<file path="src/rtl/sipo_rcv.sv">
// sipo_rcv -- serial-in, parallel-out word receiver.
//
// Assembles a framed bit stream into w-bit words and presents each finished
// word on a buffered output register guarded by a valid/ready handshake, so
// the next word can be received while the current one is still waiting to be
// consumed.
//
// Optional feature: define SIPO_RCV_PARITY_EN to expect one even-parity bit
// after every w data bits. The parity result is reported on perr together
// with the word. Without the macro there is no parity phase and perr is 0.
//
// Parameters:
//   w        word width in bits (2..16)
//
// Ports:
//   clk      clock, all state changes on the rising edge
//   rst_b    asynchronous active-low reset
//   sin      serial data bit
//   sin_vld  sin carries a valid bit this cycle
//   frm      first bit of a frame (qualified by sin_vld)
//   sh_dir   0 = MSB first, 1 = LSB first; latched on the first bit of a frame
//   q_rdy    consumer takes q this cycle
//   q        last completed word
//   q_vld    q holds an unconsumed word
//   ovr      sticky overrun flag, cleared only by reset
//   perr     parity error of the word in q (0 without SIPO_RCV_PARITY_EN)
module sipo_rcv #(
  parameter int w = 8
) (
  input  logic         clk,
  input  logic         rst_b,
  input  logic         sin,
  input  logic         sin_vld,
  input  logic         frm,
  input  logic         sh_dir,
  input  logic         q_rdy,
  output logic [w-1:0] q,
  output logic         q_vld,
  output logic         ovr,
  output logic         perr
);

  localparam int CW = $clog2(w + 1);
  localparam logic [CW-1:0] LAST_BIT = CW'(w - 1);

`ifdef SIPO_RCV_PARITY_EN
  typedef enum logic [1:0] {IDLE = 2'd0, RECV = 2'd1, PAR = 2'd2} state_t;
`else
  typedef enum logic [1:0] {IDLE = 2'd0, RECV = 2'd1} state_t;
`endif

  // Direction 0 shifts toward the MSB, so the first bit lands in bit w-1;
  // direction 1 shifts toward the LSB, so the first bit lands in bit 0.
  function automatic logic [w-1:0] shift_in(input logic [w-1:0] cur,
                                            input logic b,
                                            input logic d);
    if (d)
      return {b, cur[w-1:1]};
    else
      return {cur[w-2:0], b};
  endfunction

`ifdef SIPO_RCV_PARITY_EN
  // Even parity: data bits plus parity bit must XOR to zero.
  function automatic logic par_err(input logic [w-1:0] data, input logic pb);
    return (^data) ^ pb;
  endfunction
`endif

  state_t        state, state_nxt;
  logic [w-1:0]  sh, sh_nxt;
  logic [CW-1:0] cnt, cnt_nxt;
  logic          dir, dir_nxt;

  // A word is finished this edge; done_word is what q would load.
  logic          done;
  logic [w-1:0]  done_word;
`ifdef SIPO_RCV_PARITY_EN
  logic          done_perr;
`endif

  always_comb begin
    state_nxt = state;
    sh_nxt    = sh;
    cnt_nxt   = cnt;
    dir_nxt   = dir;
    done      = 1'b0;
    done_word = sh;
`ifdef SIPO_RCV_PARITY_EN
    done_perr = 1'b0;
`endif
    if (sin_vld && frm) begin
      // Frame start. From RECV/PAR this is a resync: the partial word is
      // silently dropped and this bit becomes bit 1 of the new frame.
      dir_nxt   = sh_dir;
      sh_nxt    = shift_in(sh, sin, sh_dir);
      cnt_nxt   = CW'(1);
      state_nxt = RECV;
    end else if (sin_vld) begin
      case (state)
        RECV: begin
          sh_nxt = shift_in(sh, sin, dir);
          if (cnt == LAST_BIT) begin
            cnt_nxt = '0;
`ifdef SIPO_RCV_PARITY_EN
            state_nxt = PAR;
`else
            state_nxt = IDLE;
            done      = 1'b1;
            done_word = sh_nxt;
`endif
          end else begin
            cnt_nxt = cnt + CW'(1);
          end
        end
`ifdef SIPO_RCV_PARITY_EN
        PAR: begin
          state_nxt = IDLE;
          done      = 1'b1;
          done_word = sh;
          done_perr = par_err(sh, sin);
        end
`endif
        default: ;  // IDLE: non-frame bits are ignored
      endcase
    end
  end

  always_ff @(posedge clk or negedge rst_b) begin
    if (!rst_b) begin
      state <= IDLE;
      sh    <= '0;
      cnt   <= '0;
      dir   <= 1'b0;
      q     <= '0;
      q_vld <= 1'b0;
      ovr   <= 1'b0;
`ifdef SIPO_RCV_PARITY_EN
      perr  <= 1'b0;
`endif
    end else begin
      state <= state_nxt;
      sh    <= sh_nxt;
      cnt   <= cnt_nxt;
      dir   <= dir_nxt;
      if (done) begin
        // A consumer taking the old word on this same edge frees the
        // buffer, so only an unread buffer counts as an overrun.
        if (q_vld && !q_rdy) begin
          ovr <= 1'b1;
        end else begin
          q     <= done_word;
          q_vld <= 1'b1;
`ifdef SIPO_RCV_PARITY_EN
          perr  <= done_perr;
`endif
        end
      end else if (q_rdy) begin
        q_vld <= 1'b0;
      end
    end
  end

`ifndef SIPO_RCV_PARITY_EN
  assign perr = 1'b0;
`endif

endmodule

</file>
<file path="config.mk">
export PLATFORM = sky130hd
export DESIGN_NAME = sipo_rcv
export DESIGN_NICKNAME = d
export VERILOG_FILES = /design/src/rtl/sipo_rcv.sv
export SDC_FILE = /design/constraint.sdc
export NUM_CORES = 1
export LEC_CHECK = 0
export ABC_AREA = 1
export CAP_MARGIN = 5
export CORE_ASPECT_RATIO = 1.4
export CORE_UTILIZATION = 45
export CTS_BUF_LIST = sky130_fd_sc_hd__clkbuf_4 sky130_fd_sc_hd__clkbuf_8 sky130_fd_sc_hd__clkbuf_16
export CTS_CLUSTER_SIZE = 16
export DETAILED_ROUTE_END_ITERATION = 10
export PLACE_DENSITY = 0.71
export SLEW_MARGIN = 40
export SYNTH_ARGS = -nofsm -noshare
export SYNTH_HDL_FRONTEND = slang
export SYNTH_SLANG_ARGS = --single-unit
</file>
<file path="constraint.sdc">
create_clock -name clk -period 1.2 [get_ports clk]
set_clock_uncertainty 0.15 [all_clocks]
set_input_delay 0.24 -clock clk [delete_from_list [all_inputs] [get_ports clk]]
set_output_delay 0.24 -clock clk [all_outputs]
set_load 0.1 [all_outputs]
</file>
Yosys cells after proc, flatten, opt, wreduce, memory -nomap -nowiden
Index checks and enable logic that the tools add are counted.

Mux-type cells: 24. Reduce and logical (&&, ||, !) cells: 12. Add/subtract/negate cells: 1. Equal/unequal tests: 3. Bitwise gates (word level): 1.

Operators with widths (count): 8-bit 2-to-1 mux (9); 4-bit 2-to-1 mux (4); 2-bit 2-to-1 mux (4); 2-bit AND reduction (4); 2-bit nonzero test (4); 1-bit 2-to-1 mux (7); 4-bit by 1-bit adder with 4-bit output (second input constant) (1); 4-bit by 3-bit == test with 1-bit output (second input constant) (1); 3-bit AND reduction (1); 2-bit by 1-bit == test with 1-bit output (second input constant) (1); 1-bit logical AND (2); 2-bit inequality test (second input constant) (1); 1-bit logical NOT (1); 1-bit NOT (1).

Logic and storage cells: 48. Bits of input ports: 7. Register bits: 25.

Longest topological paths before layout
Gate-level depths: netlist of run 1.

Depth in word-level cells: 7. Gate-level depth with buffers: 7. Gate-level depth less buffers: 7.

Worst setup path after synthesis of run 1
OpenSTA, ideal clock, no wires.

Path kind: register -> register. Start: reg q_vld. End: reg q[5]. Data arrival time: 1518 ps. Stages on the path, launching flop included: 5. Required time: 973 ps. Setup slack: -544 ps. Clock period less this slack: 1744 ps. Library setup time: 77 ps. Buffers on the path: 0. Cells stage by stage: dfrtp_1 nand2_2 nand3_4 nand2_1 o21ai_1.

Word-level cells in the longest chain between the ends: 3.

Ends and longest elaborated chain: start: declaration (line 38) `output logic q_vld,`; start signal: assignment (line 136) `q_vld <= 1'b0;`; start signal: assignment (line 153) `q_vld <= 1'b1;`; start signal: assignment (line 159) `q_vld <= 1'b0;`; 1-bit logical AND (line 149) `if (q_vld && !q_rdy) begin`; 1-bit NOT (no source line); 2-bit AND reduction (no source line); end signal: assignment (line 152) `q <= done_word;`; end: declaration (line 37) `output logic [w-1:0] q,`.

Every way passes these cells. A chain may end at the register's enable or synchronous reset.

Worst setup path in the final report of run 1
Start: reg cnt[0]. End: reg q[5].

Word-level cells in the longest chain between the ends: 6. Elaborated cells on any way between the ends: 10. Classes of those cells: eq/ne (1); mux (8); reduce/logical (1).

Ends and longest elaborated chain: start: declaration (line 72) `logic [CW-1:0] cnt, cnt_nxt;`; start signal: assignment (line 144) `cnt <= cnt_nxt;`; 4-bit by 3-bit == test with 1-bit output * (line 103) `if (cnt == LAST_BIT) begin`; 1-bit 2-to-1 mux (line 103); 1-bit 2-to-1 mux (line 100) `case (state)`; 1-bit 2-to-1 mux (line 99) `end else if (sin_vld) begin`; 1-bit 2-to-1 mux (line 92) `if (sin_vld && frm) begin`; 2-bit AND reduction (no source line).

Mark *: on every way between the ends. The rest lies on a longest branch, timed or not.

==> results of run 1 <==
-- per-layer routing --
layer  GRT usage  vias up  wire (um)  part of all wire
met4      0.0735        0        142             0.039
met1       0.251      627       1300              0.35
met3      0.0311       20        234             0.064
li1            -      590          -                 -
met5           0        -          0                 0
met2       0.373       80       1990              0.54
-- registers in the layout, indices dropped and copies added (netlist names) --
name / flops
cnt: 4
ovr: 1
dir: 1
state: 1
q: 8
sh: 8
q_vld: 1
-- placed cells by master (no fill, tap or decap) --
master           netlist  layout
conb_1                 1       1
dlygate4sd2_1          0       1
o21ai_4                0       1
nor2_1                 3       3
nand2_2                3      12
nand2_1               60      44
bufinv_16              0       1
a21oi_2                0       1
buf_12                 0      15
dfrtp_2                0      10
ha_2                   0       1
o21ai_0               18       9
buf_6                  0       7
inv_2                  1       3
clkdlybuf4s50_1        0       4
nor2_4                 2       2
clkbuf_4               0       3
clkinv_4               0       1
dfrtp_4                0       1
o21bai_1               1       1
nand3_4                1       2
nand2_4                0       6
dlymetal6s2s_1         0       1
buf_4                  2       7
o21ai_1                1       6
nand3_2                0       8
a21oi_1               10       9
inv_1                 13      11
nand2_8                0       1
nand3_1               16       8
dfrtp_1               24      13
o21ai_2                0       3
-- worst reg2reg max path, cell delays in order (launching register included) --
cell and delay [ns]:
dfrtp_1 0.39, ha_2 0.20, nand2_2 0.07, nor2_4 0.13, buf_12 0.14, nand3_4 0.10, nand2_1 0.08, o21ai_1 0.07
-- final cells by class --
cell class	instances	share of cell area
multi-input cells	118	0.360
flip-flops and latches	24	0.311
repair buffers	35	0.249
inverters	15	0.0309
well taps	36	0.0227
clock inverters	1	0.0151
clock buffers	3	0.0114
-- how the worst min path moves through the flow --
| stage | startpoint | to | cells past startpoint |
|---|---|---|---|
| 6_report | rst_b | sh[6] | 2 |
| 5_1_grt | rst_b | sh[6] | 2 |
| 4_1_cts | rst_b | q[4] | 2 |
| 3_5_place_dp | sh[6] | sh[6] | 2 |
| 3_3_place_gp | state[0] | state[0] | 2 |
| 2_1_floorplan | rst_b | cnt[0] | 0 |
-- through the flow --
stage | std cells | setup TNS [ns] | util | hold slack, ns | cell area, um^2
2_1_floorplan | 160 | -0.529 | - | -0.206 | 1250
3_3_place_gp | 217 | -7.45 | 0.622 | 0.324 | 1630
4_1_cts | 223 | -3.43 | 0.675 | 0.0997 | 1760
6_report | 232 | -4.08 | 0.758 | 0.0856 | 1980
5_1_grt | 232 | -5.36 | 0.758 | 0.0955 | 1980
3_5_place_dp | 217 | -8.03 | 0.622 | 0.339 | 1630
-- what timing repair did --
item,4_1_cts,5_1_grt
gates cloned,0,1
pin swaps,9,20
setup buffers,2,8
gates resized for setup,26,40
setup endpoints to repair,31,33
-- kinds of logic (layout without fill, tap and decap cells) --
family	after synthesis	after routing	share of synthesized area
adder cells (fa/ha/maj)	1	1	0.0102
flip-flops	24	24	0.490
AND/OR/NAND/NOR	85	86	0.306
AO/OA/AOI/OAI	30	30	0.124
buffers and inverters	19	54	0.0663
other	1	1	0.00306
-- power by group --
| part | internal (mW) | switching [mW] | leakage, nW | total, mW |
|---|---|---|---|---|
| registers | 0.946 | 0.144 | 0.297 | 1.09 |
| logic | 0.444 | 0.740 | 0.661 | 1.18 |
| clock network | 0.339 | 0.263 | 0.0279 | 0.602 |
==> metrics.yaml, run 1 <==
timing:
  fin_crit_ns: 1.43
  setup_viol: 31
  hold_viol: 0
  fmax_mhz: 698
  setup_ws_ns: -0.233
  rsz0062_at_grt: "yes"
  drv_slew: 0
  timing.final.crit_share: 1.19
grt:
  grt_antenna_before_repair: 0
  grt_start_max_net_pins: 25
  grt.total_usage: 0.213
  grt_overflow: 0
  grt_pass1_wl_um: 4670
  grt_pass1_vias: 1095
clock_network:
  cts_max_level: 1
  ctsHoldBuffers: 0
  clock_path_buffers: 2
  cts_tree: "done"
  clk-insertion-delay-late_ns: 0.34
  cts_sinks: 24
  cts_buffers: 3
  cts.clk_slew.worst_paths_ns: 0.14
  clockRootBuffer: "clkbuf_4"
power:
  p_leak_nw: 0.986
  power_mw: 2.88
  powerDensity_nw_per_um2: 1450
  peakVddDrop_mv: 1.05
route:
  drt-total-wl_um: 3660
  vias: 1317
  post-route-drc-count: 0
  postRouteAntennaNets: 0
  firstDrtPassIters: 5
  first_iter_violations: 114
  wl_per_cell_um: 15.8
  routed_via_density: 5.68
synthesis:
  avgSynthCellArea_um2: 7.66
  synthArstFlopShare: 1.00
  synth_nets: 168
  ys_warn_count: 0
  synth-edff-count: 0
  yosysMostFrequentCell: "nand2_1"
  netlist_instances: 160
  synthTopCellsByArea: "dfrtp_1 49%, nand2_1 18%, o21ai_0 7.3%"
  syn-cell-area_um2: 1230
  synth_common_cells: "60 x nand2_1, 24 x dfrtp_1, 18 x o21ai_0, 16 x nand3_1, 13 x inv_1"
  yosys.area.top_type_share: 0.490
  synth_cell_types: 19
  synth_top_area_cell: "dfrtp_1"
  ys_seq_area_frac: 0.490
  ys_seq_elements: 24
  synth-main-ff-cell: "dfrtp_1"
floorplan:
  pin_count: 18
  core_area_um2: 2620
  rows: 22
  initial_core_util: 0.469
  die-width_um: 46.1
  design.die.area_um2: 2940
  fp.dieH_um: 63.8
worst_setup_path:
  timing.rr.end: "q[5]"
  path_class: "reg -> reg"
  reg2reg_depth: 7
  crit_start: "cnt[0]"
  crit_buf_inv: 1
  required_ns: 1.27
  end_kind: "flip-flop"
  crit_arrival_ns: 1.51
  crit_family: "flip-flops"
  worstPathMaxFanout: 6
  startpoint_type: "flip-flop"
  r2r-start: "cnt[0]"
  endpoint: "q[5]"
  cpMaxStageDelayCell: "dfrtp_1"
  path_depth: 7
  rrSetupSlack_ns: -0.23
  crit_chain: "ha_2 -> nand2_2 -> nor2_4 -> buf_12 -> nand3_4 -> nand2_1 -> o21ai_1"
  cpPeakStageDelay_ns: 0.39
finish:
  drive_above_1_share: 0.434
  nets: 205
  fill_cells: 157
  seq_area_um2: 617
  antennaDiodeCount: 0
  multi_input_area_um2: 714
  area_growth_pct: 61.7
place:
  portBuffers: 16
  post-place-ws_ns: -0.381
  gp_congestion: 0.821
  dp_hpwl_um: 1870
worst_hold_path:
  hold_path_class: "in -> async"
run:
  maxCapViolations: 0
outcome:
  run_status: "complete, but fails checks"
  violations: "setup timing"
(Power assumes the default switching activity.)
==> run 2: changes to the inputs <==
--- a/config.mk
+++ b/config.mk
@@ -12,7 +12,9 @@
 export CTS_BUF_LIST = sky130_fd_sc_hd__clkbuf_4 sky130_fd_sc_hd__clkbuf_8 sky130_fd_sc_hd__clkbuf_16
 export CTS_CLUSTER_SIZE = 16
 export DETAILED_ROUTE_END_ITERATION = 10
+export HOLD_SLACK_MARGIN = 0.1
 export PLACE_DENSITY = 0.71
+export SKIP_LAST_GASP = 1
 export SLEW_MARGIN = 40
 export SYNTH_ARGS = -nofsm -noshare
 export SYNTH_HDL_FRONTEND = slang
==> metrics.yaml, run 2 (synthesized netlist as in run 1, its figures left out) <==
grt:
  grt_pass1_wl_um: 4670  # unchanged
  grt.total_usage: 0.214  # +0.000561
  grt_overflow: 0  # unchanged
  grt_start_max_net_pins: 25  # unchanged
  grt_antenna_before_repair: 0  # unchanged
  grt_pass1_vias: 1099  # +0.37%
worst_setup_path:
  end_kind: "output pin"
  path_class: "reg -> out"
  crit_chain: "buf_12"
  crit_arrival_ns: 1.02  # -0.49 ns
  startpoint_type: "flip-flop"
  cpPeakStageDelay_ns: 0.52  # +0.13 ns
  crit_buf_inv: 1  # unchanged
  cpMaxStageDelayCell: "dfrtp_4"
  required_ns: 0.81  # -0.46 ns
  crit_family: "flip-flops"
  worstPathMaxFanout: 2  # -4
power:
  clock_power_share: 0.220  # +0.011
  switching_share: 0.395  # -0.00453
  pwr-share-seq: 0.386  # +0.007
  power_mw: 2.80  # -2.6%
  peakVddDrop_mv: 1.18  # +13%
  p_sw_mw: 1.10  # -3.7%
  p_leak_nw: 0.942  # -4.4%
  power.internal_mw: 1.70  # -1.9%
  powerDensity_nw_per_um2: 1450  # about the same
  combPwrFrac: 0.394  # -0.018
clock_network:
  cts_buffers: 3  # unchanged
  cts_max_level: 1  # unchanged
  cts_sinks: 24  # unchanged
  cts.clk_slew.worst_paths_ns: 0.15  # about the same
  clk-insertion-delay-late_ns: 0.33  # about the same
  clockRootBuffer: "clkbuf_4"
  cts_tree: "done"
  clock_path_buffers: 2  # unchanged
route:
  wl_per_cell_um: 14.6  # -7.8%
  drt-total-wl_um: 3390  # -7.4%
  routed_via_density: 5.49  # -3.2%
  vias: 1280  # -2.8%
  postRouteAntennaNets: 0  # unchanged
  post-route-drc-count: 0  # unchanged
  firstDrtPassIters: 5  # unchanged
  first_iter_violations: 103  # -9.6%
timing:
  fmax_mhz: 707  # +1.3%
  setup_ws_ns: -0.215  # +0.0178 ns
  fin_setup_tns_ns: -4.34  # -0.255 ns
  drv_slew: 0  # unchanged
  fin_crit_ns: 1.41  # -0.0178 ns
  hold_viol: 0  # unchanged
  setup_viol: 32  # +3.2%
  timing.final.crit_share: 1.18  # -0.0148
  rsz0062_at_grt: "yes"
place:
  place_inst: 217  # unchanged
  dp_hpwl_um: 1870  # unchanged
  gp_congestion: 0.821  # unchanged
  portBuffers: 16  # unchanged
finish:
  stdcell_count: 233  # +0.43%
  largestRegisters: "q x8, sh x8, cnt x4"
  area_growth_pct: 57.3
  final_cell_mix: "47 x nand2_1, 14 x buf_12, 13 x nand2_2, 13 x dfrtp_1"
  nets: 206  # +0.49%
  mostFrequentLayoutCell: "nand2_1"
  fill_cells: 164  # +4.5%
  antennaDiodeCount: 0  # unchanged
  drive_above_1_share: 0.401  # -0.0327
floorplan:
  design.die.area_um2: 2940  # unchanged
  die-width_um: 46.1  # unchanged
  fp.dieH_um: 63.8  # unchanged
  initial_core_util: 0.469  # unchanged
  rows: 22  # unchanged
  pin_count: 18  # unchanged
  core_area_um2: 2620  # unchanged
outcome:
  run_status: "complete, but fails checks"
  violations: "setup timing"
worst_hold_path:
  hold_path_class: "in -> reg"
run:
  maxCapViolations: 0  # unchanged
## run 2: repair_timing
action,CTS,global route
setup endpoints to repair,31,33
hold buffers,1,0
pin swaps,9,9
endpoints found under the hold margin,4,0
gates resized for setup,23,26
gates cloned,0,1
buffers inserted,2,8
## run 2: cell type report
| cell class | count | area, um^2 | area share |
|---|---|---|---|
| clock inverter | 1 | 30.0 | 0.0156 |
| timing repair buffer | 36 | 483 | 0.250 |
| sequential | 24 | 617 | 0.320 |
| inverter | 15 | 63.8 | 0.0331 |
| multi-input combinational | 118 | 668 | 0.346 |
| clock buffer | 3 | 22.5 | 0.0117 |
| tap | 36 | 45.0 | 0.0233 |
## run 2: metal layers
| layer | global-route usage | wire, um | vias up | part of all wire |
|---|---|---|---|---|
| met5 | 0 | 0 | - | 0 |
| met4 | 0.0772 | 59 | 0 | 0.017 |
| met3 | 0.0311 | 224 | 8 | 0.066 |
| met2 | 0.368 | 1810 | 74 | 0.53 |
| met1 | 0.257 | 1300 | 603 | 0.38 |
| li1 | - | - | 595 | - |
## run 2: worst min-delay path, stage by stage
cell and delay, ns:
dlymetal6s2s_1 0.14, nand2_2 0.09, buf_6 0.16, o21ai_0 0.09
## run 2: final timing paths
path,start,end,slack [ns],cells after the start
max,q_vld,q_vld,-0.21,1
min,frm,dir,0.25,4
max reg2reg,cnt[0],state[0],-0.21,8
min reg2reg,q[0],q[0],0.38,2
max in group asynchronous,rst_b,q_vld,0.11,3
min in group asynchronous,rst_b,q_vld,0.64,3
## run 2: through the flow
step                hold WS, ns  worst slack [ns]  cell area [um^2]  utilization
floorplan                -0.206           -0.0774              1250            -
global placement          0.324            -0.361              1630        0.622
detailed placement        0.339            -0.381              1630        0.622
CTS                       0.189            -0.200              1760        0.673
global route              0.272            -0.258              1930        0.738
finish                    0.255            -0.215              1930        0.738
## run 2: power groups by stage
stage	clock (mW)	sequential (mW)	combinational [mW]
2_1_floorplan	0	1.36	0.296
3_3_place_gp	0	1.09	0.900
3_5_place_dp	0	1.10	0.915
4_1_cts	0.604	1.08	0.960
5_1_grt	0.636	1.09	1.18
6_report	0.616	1.08	1.10
==> run 3: changes to the inputs <==
--- a/config.mk
+++ b/config.mk
@@ -8,12 +8,12 @@
 export ABC_AREA = 1
 export CAP_MARGIN = 5
 export CORE_ASPECT_RATIO = 1.4
-export CORE_UTILIZATION = 45
+export CORE_UTILIZATION = 47
 export CTS_BUF_LIST = sky130_fd_sc_hd__clkbuf_4 sky130_fd_sc_hd__clkbuf_8 sky130_fd_sc_hd__clkbuf_16
 export CTS_CLUSTER_SIZE = 16
 export DETAILED_ROUTE_END_ITERATION = 10
 export HOLD_SLACK_MARGIN = 0.1
-export PLACE_DENSITY = 0.71
+export PLACE_DENSITY = 0.73
 export SKIP_LAST_GASP = 1
 export SLEW_MARGIN = 40
 export SYNTH_ARGS = -nofsm -noshare
==> metrics.yaml, run 3 (synthesized netlist as in run 1, its figures left out) <==
outcome:
  run_status: "complete, but fails checks"
  violations: "setup timing"
timing:
  setup_viol: 30  # -6.3%
  drv_slew: 0  # unchanged
  fmax_mhz: 708  # +0.25%
  setup_ws_ns: -0.212  # +0.00347 ns
  rsz0062_at_grt: "yes"
  timing.final.crit_share: 1.18  # -0.00289
  hold_viol: 0  # unchanged
  fin_setup_tns_ns: -3.81  # +0.530 ns
  whs_ns: 0.0977  # -0.157 ns
  fin_crit_ns: 1.41  # -0.00347 ns
place:
  place_area_um2: 1630  # +0.31%
  dp_hpwl_um: 1860  # -0.54%
  portBuffers: 16  # unchanged
  gp_congestion: 0.865  # +5.4%
  place_inst: 216  # -0.46%
  post-place-ws_ns: -0.402  # -0.0213 ns
clock_network:
  clk-insertion-delay-late_ns: 0.32  # about the same
  cts_buffers: 3  # unchanged
  cts_sinks: 24  # unchanged
  clockRootBuffer: "clkbuf_4"
  cts.clk_slew.worst_paths_ns: 0.13  # -0.02 ns
  cts_tree: "done"
  clock_path_buffers: 2  # unchanged
  cts_max_level: 1  # unchanged
  ctsHoldBuffers: 0  # -1
worst_setup_path:
  startpoint_type: "flip-flop"
  worstPathMaxFanout: 5  # +3
  required_ns: 1.27  # +0.46 ns
  r2r-start: "cnt[1]"
  crit_buf_inv: 1  # unchanged
  end_kind: "flip-flop"
  crit_arrival_ns: 1.48  # +0.46 ns
  path_class: "reg -> reg"
  crit_chain: "ha_4 -> nand2_4 -> nor2_4 -> buf_4 -> nor2_1 -> nand2_1 -> a21oi_2"
  cpMaxStageDelayCell: "dfrtp_1"
  timing.rr.end: "cnt[3]"
  cpPeakStageDelay_ns: 0.44  # -0.08 ns
  crit_family: "flip-flops"
  reg2reg_depth: 7  # -1
  rrSetupSlack_ns: -0.21  # about the same
route:
  wl_per_cell_um: 13.3  # -8.8%
  routed_via_density: 5.38  # -2.0%
  wl_met1_um: 1160  # -11%
  firstDrtPassIters: 5  # unchanged
  drt-total-wl_um: 3090  # -8.8%
  maxUsedRoutingLayer: "met4"
  postRouteAntennaNets: 0  # unchanged
  dr_wl_met3_um: 213  # -4.9%
  post-route-drc-count: 0  # unchanged
  dr_wl_met2_um: 1560  # -14%
  first_iter_violations: 63  # -39%
  vias: 1254  # -2.0%
finish:
  nets: 208  # +0.97%
  drive_above_1_share: 0.327  # -0.0744
  stdcell_count: 233  # unchanged
  final_cell_mix: "54 x nand2_1, 16 x nand3_1, 15 x o21ai_0, 15 x buf_4, 13 x dfrtp_1"
  multi_input_area_um2: 596  # -11%
  antennaDiodeCount: 0  # unchanged
  finalInstanceArea_um2: 1810  # -6.0%
  final_util: 0.742  # +0.00465
  area_growth_pct: 48.0
  largestRegisters: "q x8, sh x8, cnt x4"
  fill_cells: 188  # +15%
  mostFrequentLayoutCell: "nand2_1"
  seq_area_um2: 617  # unchanged
run:
  maxCapViolations: 0  # unchanged
floorplan:
  fp.dieH_um: 62.4  # -2.1%
  die-width_um: 45.2  # -2.0%
  rows: 21  # -4.5%
  initial_core_util: 0.502  # +0.0329
  core_area_um2: 2440  # -6.6%
  pin_count: 18  # unchanged
  design.die.area_um2: 2820  # -4.1%
power:
  power_mw: 2.57  # -8.4%
  peakVddDrop_mv: 0.844  # -29%
  p_leak_nw: 0.900  # -4.5%
  powerDensity_nw_per_um2: 1410  # -2.6%
grt:
  grt_start_max_net_pins: 25  # unchanged
  grt_antenna_before_repair: 0  # unchanged
  grt_overflow: 0  # unchanged
  grt.total_usage: 0.239  # +0.0259
  grt_pass1_vias: 1191  # +8.4%
  grt_pass1_wl_um: 5070  # +8.6%
worst_hold_path:
  hold_path_class: "in -> async"
[run 3: cell types whose count changed in the layout (fill, tap and decap cells not counted), moves of 4 or more]
cell     change
nand3_2      -8
o21ai_0      +4
nand2_2      -8
nand2_1      +7
buf_4        +5
nand3_1      +8
[run 3: final cells by class]
| cell class | instances | share of cell area |
|---|---|---|
| repair buffers | 37 | 0.246 |
| clock buffers | 4 | 0.0200 |
| well taps | 34 | 0.0234 |
| flip-flops and latches | 24 | 0.340 |
| multi-input cells | 117 | 0.328 |
| repair inverters | 2 | 0.00690 |
| inverters | 15 | 0.0359 |
[run 3: worst reg2reg max path: cells and delay by family, from the launching register on]
kind,cells,cell delay [ns]
compound gates,1,0.05
fa+ha+maj,1,0.18
buf+inv,1,0.15
flops,1,0.44
simple gates,4,0.34
[run 3: repair_timing]
item,CTS,global route
buffers inserted,4,6
gates resized for setup,13,9
setup endpoints to repair,32,33
gates cloned,2,1
pin swaps,1,2
[run 3: layer usage]
metal  vias up  global-route usage
li1        590                   -
met1       564               0.295
met2        79               0.380
met3        21              0.0318
met4         0               0.148
met5         -                   0
[run 3: worst max-delay path by stage]
stage	start	end	slack, ns	depth (start not counted)
2_1_floorplan	q_vld	q[5]	-0.08	4
3_3_place_gp	sin_vld	sh[7]	-0.36	6
3_5_place_dp	sin_vld	sh[2]	-0.40	6
4_1_cts	q_vld	q_vld	-0.19	1
5_1_grt	cnt[1]	q[3]	-0.28	7
6_report	cnt[1]	cnt[3]	-0.21	7
[run 3: where the power goes]
group / leakage [nW] / switching (mW) / internal (mW)
registers: 0.297 / 0.138 / 0.946
clock network: 0.0210 / 0.247 / 0.186
logic: 0.581 / 0.657 / 0.392
